**config.mk**
```make
export PLATFORM = sky130hd
export DESIGN_NAME = control_sequencer_p
export DESIGN_NICKNAME = d
export VERILOG_FILES = /design/src/rtl/control_sequencer_p.sv
export SDC_FILE = /design/constraint.sdc
export NUM_CORES = 1
export LEC_CHECK = 0
export CORE_MARGIN = 4
export CORE_UTILIZATION = 45
export DETAILED_ROUTE_END_ITERATION = 8
export PLACE_DENSITY = 0.75
export SYNTH_ARGS = -nofsm -noshare
export SYNTH_HDL_FRONTEND = slang
export SYNTH_SLANG_ARGS = --single-unit
```
**constraint.sdc**
```tcl
create_clock -name clk -period 1.8 [get_ports clk]
set_clock_uncertainty 0.1 [all_clocks]
set_input_delay 0.36 -clock clk [delete_from_list [all_inputs] [get_ports clk]]
set_output_delay 0.36 -clock clk [all_outputs]
set_load 0.01 [all_outputs]
```
**src/rtl/control_sequencer_p.sv**
```systemverilog
// control_sequencer_p: Moore control FSM sequencing load, fetch, decode and execute of a small CPU.
// Outputs are registered from the next state, so each strobe lines up with the state it belongs to.
module control_sequencer_p #(
  parameter int OPW     = 6,
  parameter int NREG    = 4,
  parameter int RSW     = 2,
  parameter int TIMEOUT = 16
) (
  input  logic            clk,
  input  logic            rst,
  input  logic            bgn,
  input  logic            fin_file,
  input  logic [OPW-1:0]  opcode,
  input  logic [RSW-1:0]  rsel,
  input  logic [3:0]      cond_mask,
  input  logic [3:0]      flags,
  input  logic            unit_done,
  output logic            read_file,
  output logic            fetch,
  output logic            pc_inc,
  output logic            pc_load_imm,
  output logic            pc_load_mem,
  output logic [NREG-1:0] reg_rd_en,
  output logic [NREG-1:0] reg_wr_en,
  output logic            acc_rd,
  output logic            acc_wr,
  output logic            mem_read,
  output logic            mem_write,
  output logic            push,
  output logic            pop,
  output logic            alu_start,
  output logic            crypto_start,
  output logic            busy,
  output logic            fin,
  output logic            err,
  output logic [4:0]      state_dbg
);
  typedef enum logic [4:0] {
    IDLE, LOAD, FETCH, INC, DECODE, ST1, ST2, LD1, LD2, BR,
    CALL, RET1, RET2, EXEC, WAIT, WB, END, ERROR
  } state_t;
  state_t          state_q, state_d, dec_st;
  logic [OPW-1:0]  op_q, op_d;
  logic [RSW-1:0]  rs_q, rs_d;
  logic [3:0]      cm_q, cm_d;
  logic [7:0]      cnt_q, cnt_d;
  logic [NREG-1:0] sel;
  logic            taken;
  always_comb begin
    op_d   = state_q == DECODE ? opcode : op_q;
    rs_d   = state_q == DECODE ? rsel : rs_q;
    cm_d   = state_q == DECODE ? cond_mask : cm_q;
    sel    = NREG'(1) << rs_d;
    taken  = cm_d == 4'd0 || (flags & cm_d) != 4'd0;
    dec_st = int'(rsel) >= NREG ? ERROR
           : opcode == OPW'(0) ? END
           : opcode == OPW'(1) || opcode == OPW'(3) ? ST1
           : opcode == OPW'(2) || opcode == OPW'(4) ? LD1
           : opcode == OPW'(5) ? BR
           : opcode == OPW'(6) ? CALL
           : opcode == OPW'(7) ? RET1
           : opcode <= OPW'(30) ? EXEC : ERROR;
    state_d = state_q;
    case (state_q)
      IDLE:                        state_d = bgn ? LOAD : IDLE;
      LOAD:                        state_d = fin_file ? FETCH : LOAD;
      FETCH:                       state_d = INC;
      INC:                         state_d = DECODE;
      DECODE:                      state_d = dec_st;
      ST1:                         state_d = ST2;
      LD1:                         state_d = LD2;
      RET1:                        state_d = RET2;
      EXEC:                        state_d = WAIT;
      WAIT:                        state_d = unit_done ? WB : cnt_q == 8'(TIMEOUT) ? ERROR : WAIT;
      ST2, LD2, BR, CALL, RET2, WB: state_d = FETCH;
      END, ERROR:                  state_d = bgn ? IDLE : state_q;
      default:                     state_d = IDLE;
    endcase
    // WAIT counts from 1 on entry so the TIMEOUT-th WAIT cycle is the last one
    cnt_d = state_d != WAIT ? 8'd0 : state_q == WAIT ? cnt_q + 8'd1 : 8'd1;
  end
  always_ff @(posedge clk) begin
    if (rst) begin
      state_q      <= IDLE;
      op_q         <= '0;
      rs_q         <= '0;
      cm_q         <= '0;
      cnt_q        <= '0;
      read_file    <= 1'b0;
      fetch        <= 1'b0;
      pc_inc       <= 1'b0;
      pc_load_imm  <= 1'b0;
      pc_load_mem  <= 1'b0;
      reg_rd_en    <= '0;
      reg_wr_en    <= '0;
      acc_rd       <= 1'b0;
      acc_wr       <= 1'b0;
      mem_read     <= 1'b0;
      mem_write    <= 1'b0;
      push         <= 1'b0;
      pop          <= 1'b0;
      alu_start    <= 1'b0;
      crypto_start <= 1'b0;
      busy         <= 1'b0;
      fin          <= 1'b0;
      err          <= 1'b0;
    end else begin
      state_q      <= state_d;
      op_q         <= op_d;
      rs_q         <= rs_d;
      cm_q         <= cm_d;
      cnt_q        <= cnt_d;
      read_file    <= state_d == LOAD;
      fetch        <= state_d == FETCH;
      pc_inc       <= state_d == INC;
      pc_load_imm  <= state_d == CALL || (state_d == BR && taken);
      pc_load_mem  <= state_d == RET2;
      reg_rd_en    <= state_d == EXEC || (state_d == ST1 && op_d == OPW'(1)) ? sel : '0;
      reg_wr_en    <= state_d == LD2 && op_d == OPW'(2) ? sel : '0;
      acc_rd       <= state_d == ST1 && op_d == OPW'(3);
      acc_wr       <= state_d == WB || (state_d == LD2 && op_d == OPW'(4));
      mem_read     <= state_d == LD1 || state_d == RET1;
      mem_write    <= state_d == ST2;
      push         <= state_d == CALL;
      pop          <= state_d == RET1;
      alu_start    <= state_d == EXEC && op_d != OPW'(30);
      crypto_start <= state_d == EXEC && op_d == OPW'(30);
      busy         <= !(state_d == IDLE || state_d == END || state_d == ERROR);
      fin          <= state_d == END;
      err          <= state_d == ERROR;
    end
  end
  assign state_dbg = state_q;
endmodule

```
==> flow_summary.json, run 1 <==
{
  "worstSetupPathDepth": 7,
  "cp-start-kind": "flip-flop",
  "preCtsSetupSlack_ns": -0.6380,
  "path_clk_slew_ns": 0.10,
  "setup_ws_ns": -0.4120,
  "dieArea_sq_mm": 0.006405,
  "slowest_stage": "or3_4",
  "clockRootBuffer": "clkbuf_8",
  "synth.yosys.warnings": 0,
  "rows": 25,
  "tns_ns": -7.014,
  "finalCritPeriodShare_pct": 122.9,
  "antenna_left": 0,
  "grt-ovfl-total": 0,
  "yosys.cell_types.count": 54,
  "drt-total-wl_microns": 9834,
  "grt_max_degree": 18,
  "cp_slowest_stage_delay_ns": 0.41,
  "report.final.slew_viol_count": 0,
  "place_inst": 444,
  "drive_gt1_share_pct": 45.43,
  "n_antenna_cell": 0,
  "track_usage_pct": 27.22,
  "synth_edf_count": 0,
  "synth.largest_area_cell": "dfxtp_1",
  "finalHoldViolCount": 0,
  "synth_top_area_share_pct": 42.02,
  "power_mw": 2.388,
  "drv_cap": 0,
  "initialDrtViolationCount": 251,
  "drc": 0,
  "cts_tree": "built",
  "multi_input_area_sq_mm": 0.001599,
  "vias": 2811,
  "crit_buf_inv": 2,
  "synth_ff_type": "dfxtp_1",
  "stdcell_count": 472,
  "syn_nets": 289,
  "leakagePower_nw": 1.618,
  "clock_latency_ns": 0.32,
  "reg2reg_slack_ns": -0.41,
  "fin_crit_ns": 2.212,
  "critical_path_required_ns": 1.96,
  "worst_r2r_endpoint": "alu_start$_SDFF_PP0_",
  "start_util_pct": 47.85,
  "violations": "setup timing",
  "cp_top_family": "simple AND/OR/NAND/NOR gates",
  "synth_area_leaders": "dfxtp_1 42%, nor2_1 5.6%, nand2_1 4.0%",
  "drt_pre_antenna_iters": 4,
  "wl_per_cell_microns": 20.83,
  "h-tree-depth": 2,
  "gp_congestion": 0.9136,
  "relSlewSlack_pct": 67.49,
  "crit_chain": "or3_4, o311ai_4, buf_6, o311ai_4, buf_6, nor4b_4, and3_1",
  "cts_inserted_buffers": 5,
  "syn_area_per_cell_sq_um": 8.777,
  "via_per_inst": 5.956,
  "rsz0062_at_grt": "true",
  "worst_pin_slew_ns": 0.4859,
  "synth_seq_cells": 49,
  "grt_pass1_vias": 2670,
  "ir_drop_mv": 0.5204,
  "die-width_microns": 80.03,
  "cts_buffer_depth": 2,
  "hp-class": "flip-flop to flip-flop",
  "port_buffers": 49,
  "ios": 50,
  "hpwl_microns": 5248,
  "die_height_microns": 80.03,
  "core-area_sq_mm": 0.004880,
  "yosysSeqAreaShare_pct": 42.02,
  "r2r_cells": 7,
  "netlist_area_sq_mm": 0.002335,
  "area_growth_pct": 74.65,
  "cp.arrival_ns": 2.37,
  "power.density_mw_per_mm2": 585.7,
  "regArea_sq_mm": 0.001003,
  "fin_nets": 427,
  "path_class": "flip-flop to flip-flop",
  "crit_start": "cnt_q[5]$_SDFF_PP0_",
  "status": "finished, violations left",
  "reg2reg_from": "cnt_q[5]$_SDFF_PP0_",
  "crit_path_max_fanout": 3,
  "grt_antenna_before_repair": 0,
  "grt_pass1_wl_microns": 13240,
  "finalSetupViolCount": 33,
  "cts_sinks": 49,
  "fillers": 262,
  "endpoint": "alu_start$_SDFF_PP0_",
  "cp-end-kind": "flip-flop",
  "synthArstFlopShare_pct": 0,
  "fmax_ghz": 0.4521,
  "synth_cells": 266
}
-- placed cells by master (no fill, tap or decap), drive strengths merged, types with 10 or more instances in the layout --
cell type,synthesis,routed
a21oi,14,14
dfxtp,49,49
nor4,11,11
nor2,37,37
buf,12,98
clkdlybuf4s50,0,38
nand2,26,26
nor3,10,10
nand3,11,11
inv,11,12
-- synth_stat cells, drive strengths merged, types with 2 or more instances --
| master | instances |
|---|---|
| a211oi | 2 |
| a21oi | 14 |
| a31o | 2 |
| and3 | 7 |
| and4b | 2 |
| buf | 12 |
| clkbuf | 4 |
| dfxtp | 49 |
| ha | 2 |
| inv | 11 |
| mux2i | 9 |
| nand2 | 26 |
| nand2b | 4 |
| nand3 | 11 |
| nand4 | 4 |
| nand4b | 2 |
| nand4bb | 2 |
| nor2 | 37 |
| nor2b | 4 |
| nor3 | 10 |
| nor4 | 11 |
| nor4b | 2 |
| o211ai | 2 |
| o21ai | 5 |
| o21bai | 2 |
| o311ai | 2 |
| or3 | 4 |
| xnor2 | 4 |
| xor2 | 7 |
-- kinds of logic after synthesis --
family          after synthesis  synth area share, %
compound gates               41                14.63
xor+xnor                     11                4.126
fa+ha+maj                     2                1.072
buf+inv                      27                5.413
flops                        49                42.01
mux                           9                3.859
simple gates                127                28.89
-- worst min path at each step --
stage | from | end | slack (ns) | cells after the start
finish | op_q[4]$_SDFF_PP0_ | op_q[4]$_SDFF_PP0_ | 0.41 | 2
global route | op_q[4]$_SDFF_PP0_ | op_q[4]$_SDFF_PP0_ | 0.43 | 2
CTS | op_q[4]$_SDFF_PP0_ | op_q[4]$_SDFF_PP0_ | 0.40 | 2
detailed placement | op_q[4]$_SDFF_PP0_ | op_q[4]$_SDFF_PP0_ | 0.39 | 2
global placement | op_q[4]$_SDFF_PP0_ | op_q[4]$_SDFF_PP0_ | 0.38 | 2
floorplan | op_q[3]$_SDFF_PP0_ | op_q[3]$_SDFF_PP0_ | 0.36 | 2
-- repair_timing --
action,in CTS,in global routing
hold buffers,0,0
hold endpoints to repair,0,0
endpoints found under the setup margin,42,39
buffers inserted,11,10
gates resized for setup,61,43
pin swaps,25,23
-- power by group --
| group | internal, mW | leakage (nW) | switching, mW |
|---|---|---|---|
| Clock | 0.281 | 0.0447 | 0.417 |
| Sequential | 1.10 | 0.401 | 0.0212 |
| Combinational | 0.296 | 1.17 | 0.274 |
-- metrics by stage --
step,cell area (sq um),hold slack [ns],utilization [%]
after detailed placement,3456,0.3901,70.82
after CTS,3812,0.4033,78.13
after global routing,4078,0.4345,83.56
after floorplan,2405,0.3624,-
after global placement,3456,0.3821,70.82
final,4078,0.4125,83.56
-- worst register-to-register path, stage by stage (launching register included) --
cell      delay, ns
dfxtp_2        0.34
or3_4          0.41
o311ai_4       0.31
buf_6          0.17
o311ai_4       0.11
buf_6          0.16
nor4b_4        0.33
and3_1         0.22
-- layout make-up --
cell class	instances	share of cell area (%)
clock buffer	5	1.688
clock inverter	3	0.6137
inverter	11	1.013
multi-input combinational	190	39.21
sequential	49	24.61
tap	67	2.056
timing repair buffer	147	30.81
-- flip-flops by register name (all words and copies together), names as in the netlist, 2 cells and up --
| register | flops |
|---|---|
| cm_q | 4 |
| cnt_q | 8 |
| op_q | 6 |
| reg_rd_en | 4 |
| reg_wr_en | 4 |
| rs_q | 2 |
| state_dbg | 5 |
-- metal layers --
layer	track usage (%)	vias to the layer above	part of all wire (%)
met3	6.546	61	7.1
met2	49.83	201	51
met5	0	-	0
li1	-	1216	-
met1	28.76	1333	36
met4	13.34	0	6.0
(Power assumes the default switching activity.)
==> inputs of run 2 (changes only) <==
- SETUP_SLACK_MARGIN: unset -> 0.05
==> run 2 against run 1 <==
  * Fmax is 3.0% higher
  * First-iteration DRC count decreased by 35%
  * Utilization increased by 0.44 points
  * Flip-flop and latch count stayed put
  * Design area increased by 0.52%
  * Highest routed layer unchanged
  * Final cell count is 0.42% higher
  * Non-clock buffer count grew 2
  * Largest cell class unchanged
  * Hold slack worse by 0.076 ns
  * The flow still finishes with violations (setup timing)
  * Routed wire length shrank 11%
==> flow_summary.json, run 2 (synthesis gave the netlist of run 1 again) <==
{
  "finalCritPeriodShare_pct": 119.3,
  "grtUsageMet3_pct": 3.386,
  "ir_drop_mv": 0.4051,
  "fin_crit_ns": 2.147,
  "largest_register_ffs": 8,
  "hpwl_microns": 5016,
  "cp-start-kind": "flip-flop",
  "crit_chain": "or3_4, o311ai_4, o21ai_2, a31oi_4, nand2_2, nor4_2",
  "crit_path_max_fanout": 5,
  "start_util_pct": 47.85,
  "critical_path_required_ns": 1.92,
  "place_inst": 445,
  "path_class": "flip-flop to flip-flop",
  "grt_max_degree": 16,
  "path_clk_slew_ns": 0.10,
  "fillers": 265,
  "cp-end-kind": "flip-flop",
  "drv_cap": 0,
  "grt_antenna_before_repair": 0,
  "report.final.slew_viol_count": 0,
  "most-common-layout-cells": "87 x buf_4, 40 x dfxtp_1, 36 x clkdlybuf4s50_1",
  "cts_tree": "built",
  "mostFrequentLayoutCell": "buf_4",
  "cts_buffer_depth": 2,
  "antenna_left": 0,
  "multi_input_area_sq_mm": 0.001572,
  "gp_congestion": 0.8851,
  "hp-class": "input pin to flip-flop",
  "finalHoldViolCount": 0,
  "cp.arrival_ns": 2.27,
  "rsz0062_at_grt": "true",
  "stdcell_count": 474,
  "vias": 2662,
  "n_antenna_cell": 0,
  "drive_gt1_share_pct": 44.96,
  "reg2reg_slack_ns": -0.35,
  "port_buffers": 49,
  "rows": 25,
  "clockRootBuffer": "clkbuf_8",
  "relSlewSlack_pct": 69.27,
  "clock_latency_ns": 0.31,
  "use_met1_pct": 28.81,
  "fin_nets": 429,
  "regMostFlops": "cnt_q",
  "top_usage_layer": "met2",
  "status": "finished, violations left",
  "utilization_pct": 84.00,
  "ios": 50,
  "die-width_microns": 80.03,
  "slowest_stage": "o311ai_4",
  "grt_pass1_wl_microns": 12700,
  "dpl_cell_area_sq_mm": 0.003483,
  "worst_pin_slew_ns": 0.4568,
  "die_height_microns": 80.03,
  "drt-total-wl_microns": 8744,
  "drt_pre_antenna_iters": 5,
  "grt_pass1_vias": 2631,
  "track_usage_pct": 25.61,
  "cts_sinks": 49,
  "fmax_ghz": 0.4657,
  "initialDrtViolationCount": 163,
  "grt_use_met2_pct": 47.27,
  "via_per_inst": 5.616,
  "cp_slowest_stage_delay_ns": 0.43,
  "leakagePower_nw": 1.700,
  "h-tree-depth": 2,
  "cts_inserted_buffers": 5,
  "area_growth_pct": 75.56,
  "regArea_sq_mm": 0.001005,
  "grt-ovfl-total": 0,
  "wl_per_cell_microns": 18.45,
  "finalSetupViolCount": 34,
  "dieArea_sq_mm": 0.006405,
  "setup_ws_ns": -0.3472,
  "violations": "setup timing",
  "core-area_sq_mm": 0.004880,
  "design_area_sq_mm": 0.004099,
  "drc": 0,
  "power.density_mw_per_mm2": 608.8
}
-- run 2: changes by cell type in the layout (fill, tap and decap cells not counted), moves of 3 or more --
cell            change
a21oi_2             -3
dlymetal6s2s_1      +3
a21oi_1             +3
mux2i_1             +3
-- run 2: layout make-up --
type,count,share of cell area (%)
Multi-Input combinational cell,190,38.34
Timing Repair Buffer,149,31.38
Sequential cell,49,24.51
Tap cell,67,2.045
Clock buffer,6,1.770
Inverter,11,1.007
Clock inverter,2,0.9463
-- run 2: critical path: cells and delay by family, from the launching register on --
| family | cells | cell delay, ns |
|---|---|---|
| AOI/OAI and AO/OA | 3 | 0.91 |
| DFF | 1 | 0.33 |
| and+or+nand+nor | 3 | 0.71 |
-- run 2: per-layer routing --
metal	routed length [microns]	share of wire (%)	up-vias
li1	-	-	1214
met1	3399	39	1271
met2	4462	51	140
met3	536	6.1	37
met4	346	4.0	0
met5	0	0	-
-- run 2: timing repair --
item / 4_1_cts / 5_1_grt
pin swaps: 19 / 21
endpoints found under the setup margin: 44 / 43
buffers inserted: 9 / 12
hold buffers: 0 / 0
resized for setup: 62 / 46
-- run 2: final timing paths --
path	startpoint	end	depth (start not counted)
worst min register to register	op_q[4]$_SDFF_PP0_	op_q[4]$_SDFF_PP0_	2
worst max register to register	cnt_q[2]$_SDFF_PP0_	read_file$_SDFF_PP0_	6
worst min-delay path	opcode[5]	op_q[5]$_SDFF_PP0_	4
worst max-delay path	cnt_q[2]$_SDFF_PP0_	read_file$_SDFF_PP0_	6
-- run 2: stage by stage --
step / setup slack (ns) / hold WS (ns) / TNS [ns] / power (mW)
final: -0.3472 / 0.3368 / -7.423 / 2.495
after global routing: -0.4066 / 0.3606 / -8.977 / 2.571
after CTS: -0.2612 / 0.3414 / -5.235 / 2.421
after detailed placement: -0.7645 / 0.4049 / -22.95 / 1.581
after global placement: -0.6128 / 0.3845 / -19.31 / 1.566
after floorplan: -0.09258 / 0.3624 / -1.046 / 1.340
-- run 2: report_power, final --
group	total (mW)	internal [mW]	leakage [nW]	switching, mW
sequential	1.12	1.10	0.401	0.0237
clock	0.798	0.418	0.0554	0.380
combinational	0.574	0.308	1.24	0.267
==> inputs of run 3 (changes only) <==
- MAX_ROUTING_LAYER: unset -> met4
==> run 3 against run 2 <==
  * The run still ends with setup timing left
  * Die area unchanged
  * Fmax down 2.6%
  * Final cell count did not move
  * Critical path depth is 1 higher
==> flow_summary.json, run 3 (synthesis gave the netlist of run 1 again) <==
{
  "largest_register_ffs": 8,
  "die_height_microns": 80.03,
  "whs_ns": 0.3208,
  "h-tree-depth": 2,
  "start_util_pct": 47.85,
  "power.density_mw_per_mm2": 612.3,
  "drv_cap": 0,
  "regMostFlops": "cnt_q",
  "die-width_microns": 80.03,
  "fillers": 248,
  "finalCritPeriodShare_pct": 122.5,
  "wl_per_cell_microns": 20.74,
  "slowest_stage": "or3_4",
  "n_antenna_cell": 0,
  "dieArea_sq_mm": 0.006405,
  "grt_antenna_before_repair": 0,
  "gp_congestion": 0.9337,
  "clock_latency_ns": 0.32,
  "path_class": "flip-flop to flip-flop",
  "leakagePower_nw": 1.674,
  "ir_drop_mv": 0.4958,
  "via_per_inst": 5.943,
  "cts_buffer_depth": 2,
  "critical_path_required_ns": 1.90,
  "cp_top_family": "compound AO/OA/AOI/OAI gates",
  "antenna_left": 0,
  "cp_slowest_stage_delay_ns": 0.41,
  "rows": 25,
  "fin_nets": 429,
  "multi_input_area_sq_mm": 0.001617,
  "crit_buf_inv": 1,
  "violations": "setup timing",
  "setup_ws_ns": -0.4055,
  "cp-end-kind": "flip-flop",
  "core-area_sq_mm": 0.004880,
  "cts_tree": "built",
  "vias": 2817,
  "port_buffers": 49,
  "drive_gt1_share_pct": 44.96,
  "worst_hold_startpoint": "opcode[3]",
  "reg2reg_from": "cnt_q[3]$_SDFF_PP0_",
  "path_clk_slew_ns": 0.10,
  "grt-ovfl-total": 0,
  "hpwl_microns": 4930,
  "rsz0062_at_grt": "true",
  "fin_crit_ns": 2.206,
  "regArea_sq_mm": 0.001005,
  "report.final.slew_viol_count": 0,
  "mostFrequentLayoutCell": "buf_4",
  "crit_start": "cnt_q[3]$_SDFF_PP0_",
  "cts_sinks": 49,
  "crit_chain": "or3_4, o311ai_4, o21ai_2, a31oi_4, buf_6, nor4b_4, and3_1",
  "hp-class": "input pin to flip-flop",
  "status": "finished, violations left",
  "cp.arrival_ns": 2.31,
  "fmax_ghz": 0.4534,
  "utilization_pct": 85.13,
  "grt_pass1_wl_microns": 12340,
  "drc": 0,
  "initialDrtViolationCount": 247,
  "drt_pre_antenna_iters": 5,
  "grt_pass1_vias": 2608,
  "relSlewSlack_pct": 68.10,
  "finalSetupViolCount": 34,
  "ios": 50,
  "track_usage_pct": 25.67,
  "area_growth_pct": 77.92,
  "worst_pin_slew_ns": 0.4759,
  "finalHoldViolCount": 0,
  "cp-start-kind": "flip-flop",
  "grt_max_degree": 16,
  "most-common-layout-cells": "88 x buf_4, 40 x dfxtp_1, 36 x clkdlybuf4s50_1",
  "cts_inserted_buffers": 5,
  "clockRootBuffer": "clkbuf_8",
  "cts_hold_buf": 0,
  "crit_path_max_fanout": 5,
  "drt-total-wl_microns": 9833
}
## run 3: report_power, final
group	internal [mW]	total [mW]	switching [mW]
Combinational	0.320	0.612	0.292
Sequential	1.10	1.12	0.0224
Clock	0.418	0.810	0.392
Total	1.84	2.54	0.706
## run 3: repair_timing
item	in CTS	in global routing
pin swaps	21	16
buffers inserted	16	9
setup endpoints to repair	44	38
resized for setup	72	38
## run 3: tightest hold or removal path: stages
cell and delay, ns:
buf_6 0.07, buf_4 0.11, nand2_1 0.05, a21oi_1 0.10
## run 3: routing by layer
layer / global-route usage, % / vias to the layer above / part of all wire, %
met5: - / - / 0
met4: 12.67 / 0 / 4.6
met3: 4.853 / 51 / 7.6
met2: 42.80 / 205 / 49
met1: 29.49 / 1340 / 39
li1: - / 1221 / -
## run 3: path summary, 6_finish.rpt
path,to,slack [ns],cells after the start
setup / recovery,alu_start$_SDFF_PP0_,-0.41,7
hold / removal,op_q[3]$_SDFF_PP0_,0.32,4
setup reg to reg,alu_start$_SDFF_PP0_,-0.41,7
hold reg to reg,op_q[0]$_SDFF_PP0_,0.44,2
## run 3: final cells by class
cell class,instances,share of cell area [%]
repair buffers,149,31.20
clock inverters,2,0.9337
inverters,11,0.9940
well taps,67,2.018
clock buffers,6,1.747
multi-input cells,190,38.92
flip-flops and latches,49,24.19
## run 3: metrics by stage
step / setup slack (ns) / cells / setup TNS (ns) / area (sq um) / power [mW]
3_5_place_dp: -0.6822 / 441 / -21.10 / 3466 / 1.577
6_report: -0.4055 / 474 / -8.595 / 4154 / 2.543
4_1_cts: -0.2325 / 465 / -3.602 / 3905 / 2.423
3_3_place_gp: -0.6062 / 441 / -19.58 / 3466 / 1.568
2_1_floorplan: -0.09258 / 266 / -1.046 / 2412 / 1.340
5_1_grt: -0.4430 / 474 / -9.765 / 4154 / 2.625
==> variant (flow settings as in run 1) <==
Put one more register stage on the output `reg_rd_en`, with the module's reset. The value now appears one clock later. The other outputs are not delayed to match.
--- a/src/rtl/control_sequencer_p.sv
+++ b/src/rtl/control_sequencer_p.sv
@@ -40,4 +40,6 @@
     CALL, RET1, RET2, EXEC, WAIT, WB, END, ERROR
   } state_t;
+
+  logic [NREG-1:0] reg_rd_en_s0;
   state_t          state_q, state_d, dec_st;
   logic [OPW-1:0]  op_q, op_d;
@@ -92,5 +94,5 @@
       pc_load_imm  <= 1'b0;
       pc_load_mem  <= 1'b0;
-      reg_rd_en    <= '0;
+      reg_rd_en_s0 <= '0;
       reg_wr_en    <= '0;
       acc_rd       <= 1'b0;
@@ -116,5 +118,5 @@
       pc_load_imm  <= state_d == CALL || (state_d == BR && taken);
       pc_load_mem  <= state_d == RET2;
-      reg_rd_en    <= state_d == EXEC || (state_d == ST1 && op_d == OPW'(1)) ? sel : '0;
+      reg_rd_en_s0 <= state_d == EXEC || (state_d == ST1 && op_d == OPW'(1)) ? sel : '0;
       reg_wr_en    <= state_d == LD2 && op_d == OPW'(2) ? sel : '0;
       acc_rd       <= state_d == ST1 && op_d == OPW'(3);
@@ -132,4 +134,12 @@
   end
   assign state_dbg = state_q;
+  always_ff @(posedge clk) begin
+    if (rst) begin
+      reg_rd_en <= '0;
+    end else begin
+      reg_rd_en <= reg_rd_en_s0;
+    end
+  end
+
 endmodule
 
Formal check against the unedited RTL: not equivalent (Yosys sat finds a counterexample within 10 cycles, from zero or initial values and one cycle with rst high).
==> variant against run 1 <==
- the flow still finishes with violations (negative setup slack)
- power rose by 2.4%
- worst setup slack got worse by 0.0059 ns
- via count fell by 8.4%
- hold slack got worse by 0.066 ns
- count of clock-buffer cells in the layout did not move
- sequential cell count rose by 4
- area after synthesis rose by 7.1%
- wire length fell by 23%
- cell area fell by 3.8%
- critical path type unchanged
- critical endpoint is now pc_load_imm$_SDFF_PP0_
- highest routed layer unchanged
==> variant: results (changes against run 1) <==
[synth]
synth_commonest_cells = dfxtp_1, nand2_1, nor2_1, a21oi_1, nand3_1
seq_area_frac_synth = 0.424  ; +0.00427
synth.distinct_cells = 62  ; +15%
yosys.area_share.xor_xnor = 0.0280  ; -0.0132
synthMuxAreaShare = 0.0250  ; -0.0136
synthTopCellsByArea = dfxtp_1, nand2_1, nor2_1
synth_compound_area_frac = 0.147  ; +0.000344
synth_adder_area_share = 0.0100  ; -0.000708
synth_nets = 296  ; +2.4%

[critical_path]
cp.arrival_ns = 2.32  ; -0.05 ns
endpoint = pc_load_imm$_SDFF_PP0_
path_max_fanout = 5  ; +2
r2r_cells = 6  ; -1

[status]
violations = negative setup slack
status = complete, but fails checks

[global_route]
grt.total_usage = 0.215  ; -0.0577
grt_pass1_wl_um = 11100  ; -16%
grt_max_degree = 20  ; +2

[sta]
setup_viol = 38  ; +15%
slew_headroom = 0.671  ; -0.00359
postLayoutSetupSlackWorst_ns = -0.418  ; -0.00585 ns

[routing]
wl_per_cell_um = 16.3  ; -22%
drtIter0Drc = 128  ; -49%
routed_via_density = 5.55  ; -6.9%

[worst_hold_path]
holdPathEnd = reg_rd_en[3]$_SDFF_PP0_
hp-start = reg_rd_en_s0[3]$_SDFF_PP0_
hold_depth = 1  ; -1

[place]
gp_congestion = 0.847  ; -7.3%
dp_cells = 445  ; +0.23%
dp_hpwl_um = 5060  ; -3.6%

[power]
p_leak_nw = 1.52  ; -6.0%
ir_drop_mv = 0.365  ; -30%
pwr-share-seq = 0.495  ; +0.026
p_int_w = 0.00174  ; +3.8%
comb_power_share = 0.212  ; -0.026

[cells_and_area]
drive_above_1_share = 0.373  ; -0.0812
final_nets = 416  ; -2.6%
num_antenna_cells = 0  ; unchanged

-- variant: cell types whose count changed in the layout (fill, tap and decap cells not counted), moves of 5 or more --
cell / change
nor2_4: -6
xor2_1: -5
nor2_2: -5
buf_4: -19
dfxtp_1: +9
-- variant: stage by stage --
| stage | instance area [um^2] | util | power, W | hold WS, ns | setup slack [ns] |
|---|---|---|---|---|---|
| after floorplan | 2540 | - | 0.00144 | 0.314 | -0.431 |
| after global placement | 3510 | 0.670 | 0.00164 | 0.319 | -0.691 |
| after detailed placement | 3510 | 0.670 | 0.00165 | 0.323 | -0.734 |
| after CTS | 3730 | 0.712 | 0.00240 | 0.348 | -0.387 |
| after global routing | 3920 | 0.749 | 0.00254 | 0.375 | -0.486 |
| final | 3920 | 0.749 | 0.00245 | 0.346 | -0.418 |
-- variant: critical path, cell delays in order, from the launching register on --
cell	delay, ns
dfxtp_2	0.34
or4b_4	0.58
nor2_8	0.17
mux2_4	0.32
a2111o_1	0.41
nand4_1	0.13
a21oi_2	0.06
-- variant: layout make-up --
cell class,count,area [um^2]
clock buffer,5,68.8
clock inverter,3,28.8
fill,359,1310
inverter,11,41.3
multi-input combinational,197,1550
sequential,53,1070
tap,70,87.6
timing repair buffer,125,1080
-- variant: kinds of logic (layout without fill, tap and decap cells) --
kind of cell,Yosys count,count (layout)
adders and majority gates,2,2
buffers and inverters,23,144
and+or+nand+nor,133,133
DFF,53,53
muxes,6,6
AOI/OAI and AO/OA,48,48
xor gates and xnor gates,8,8
-- variant: routing by layer --
layer,GRT usage,share of wire
met5,0,0
met1,0.246,0.40
met3,0.0488,0.069
met4,0.0850,0.026
met2,0.384,0.51
-- variant: what timing repair did --
item                       4_1_cts  5_1_grt
pin swaps                       10       12
resized for setup               28       34
buffers inserted                 5        7
cloned                           0        0
setup endpoints to repair       44       42
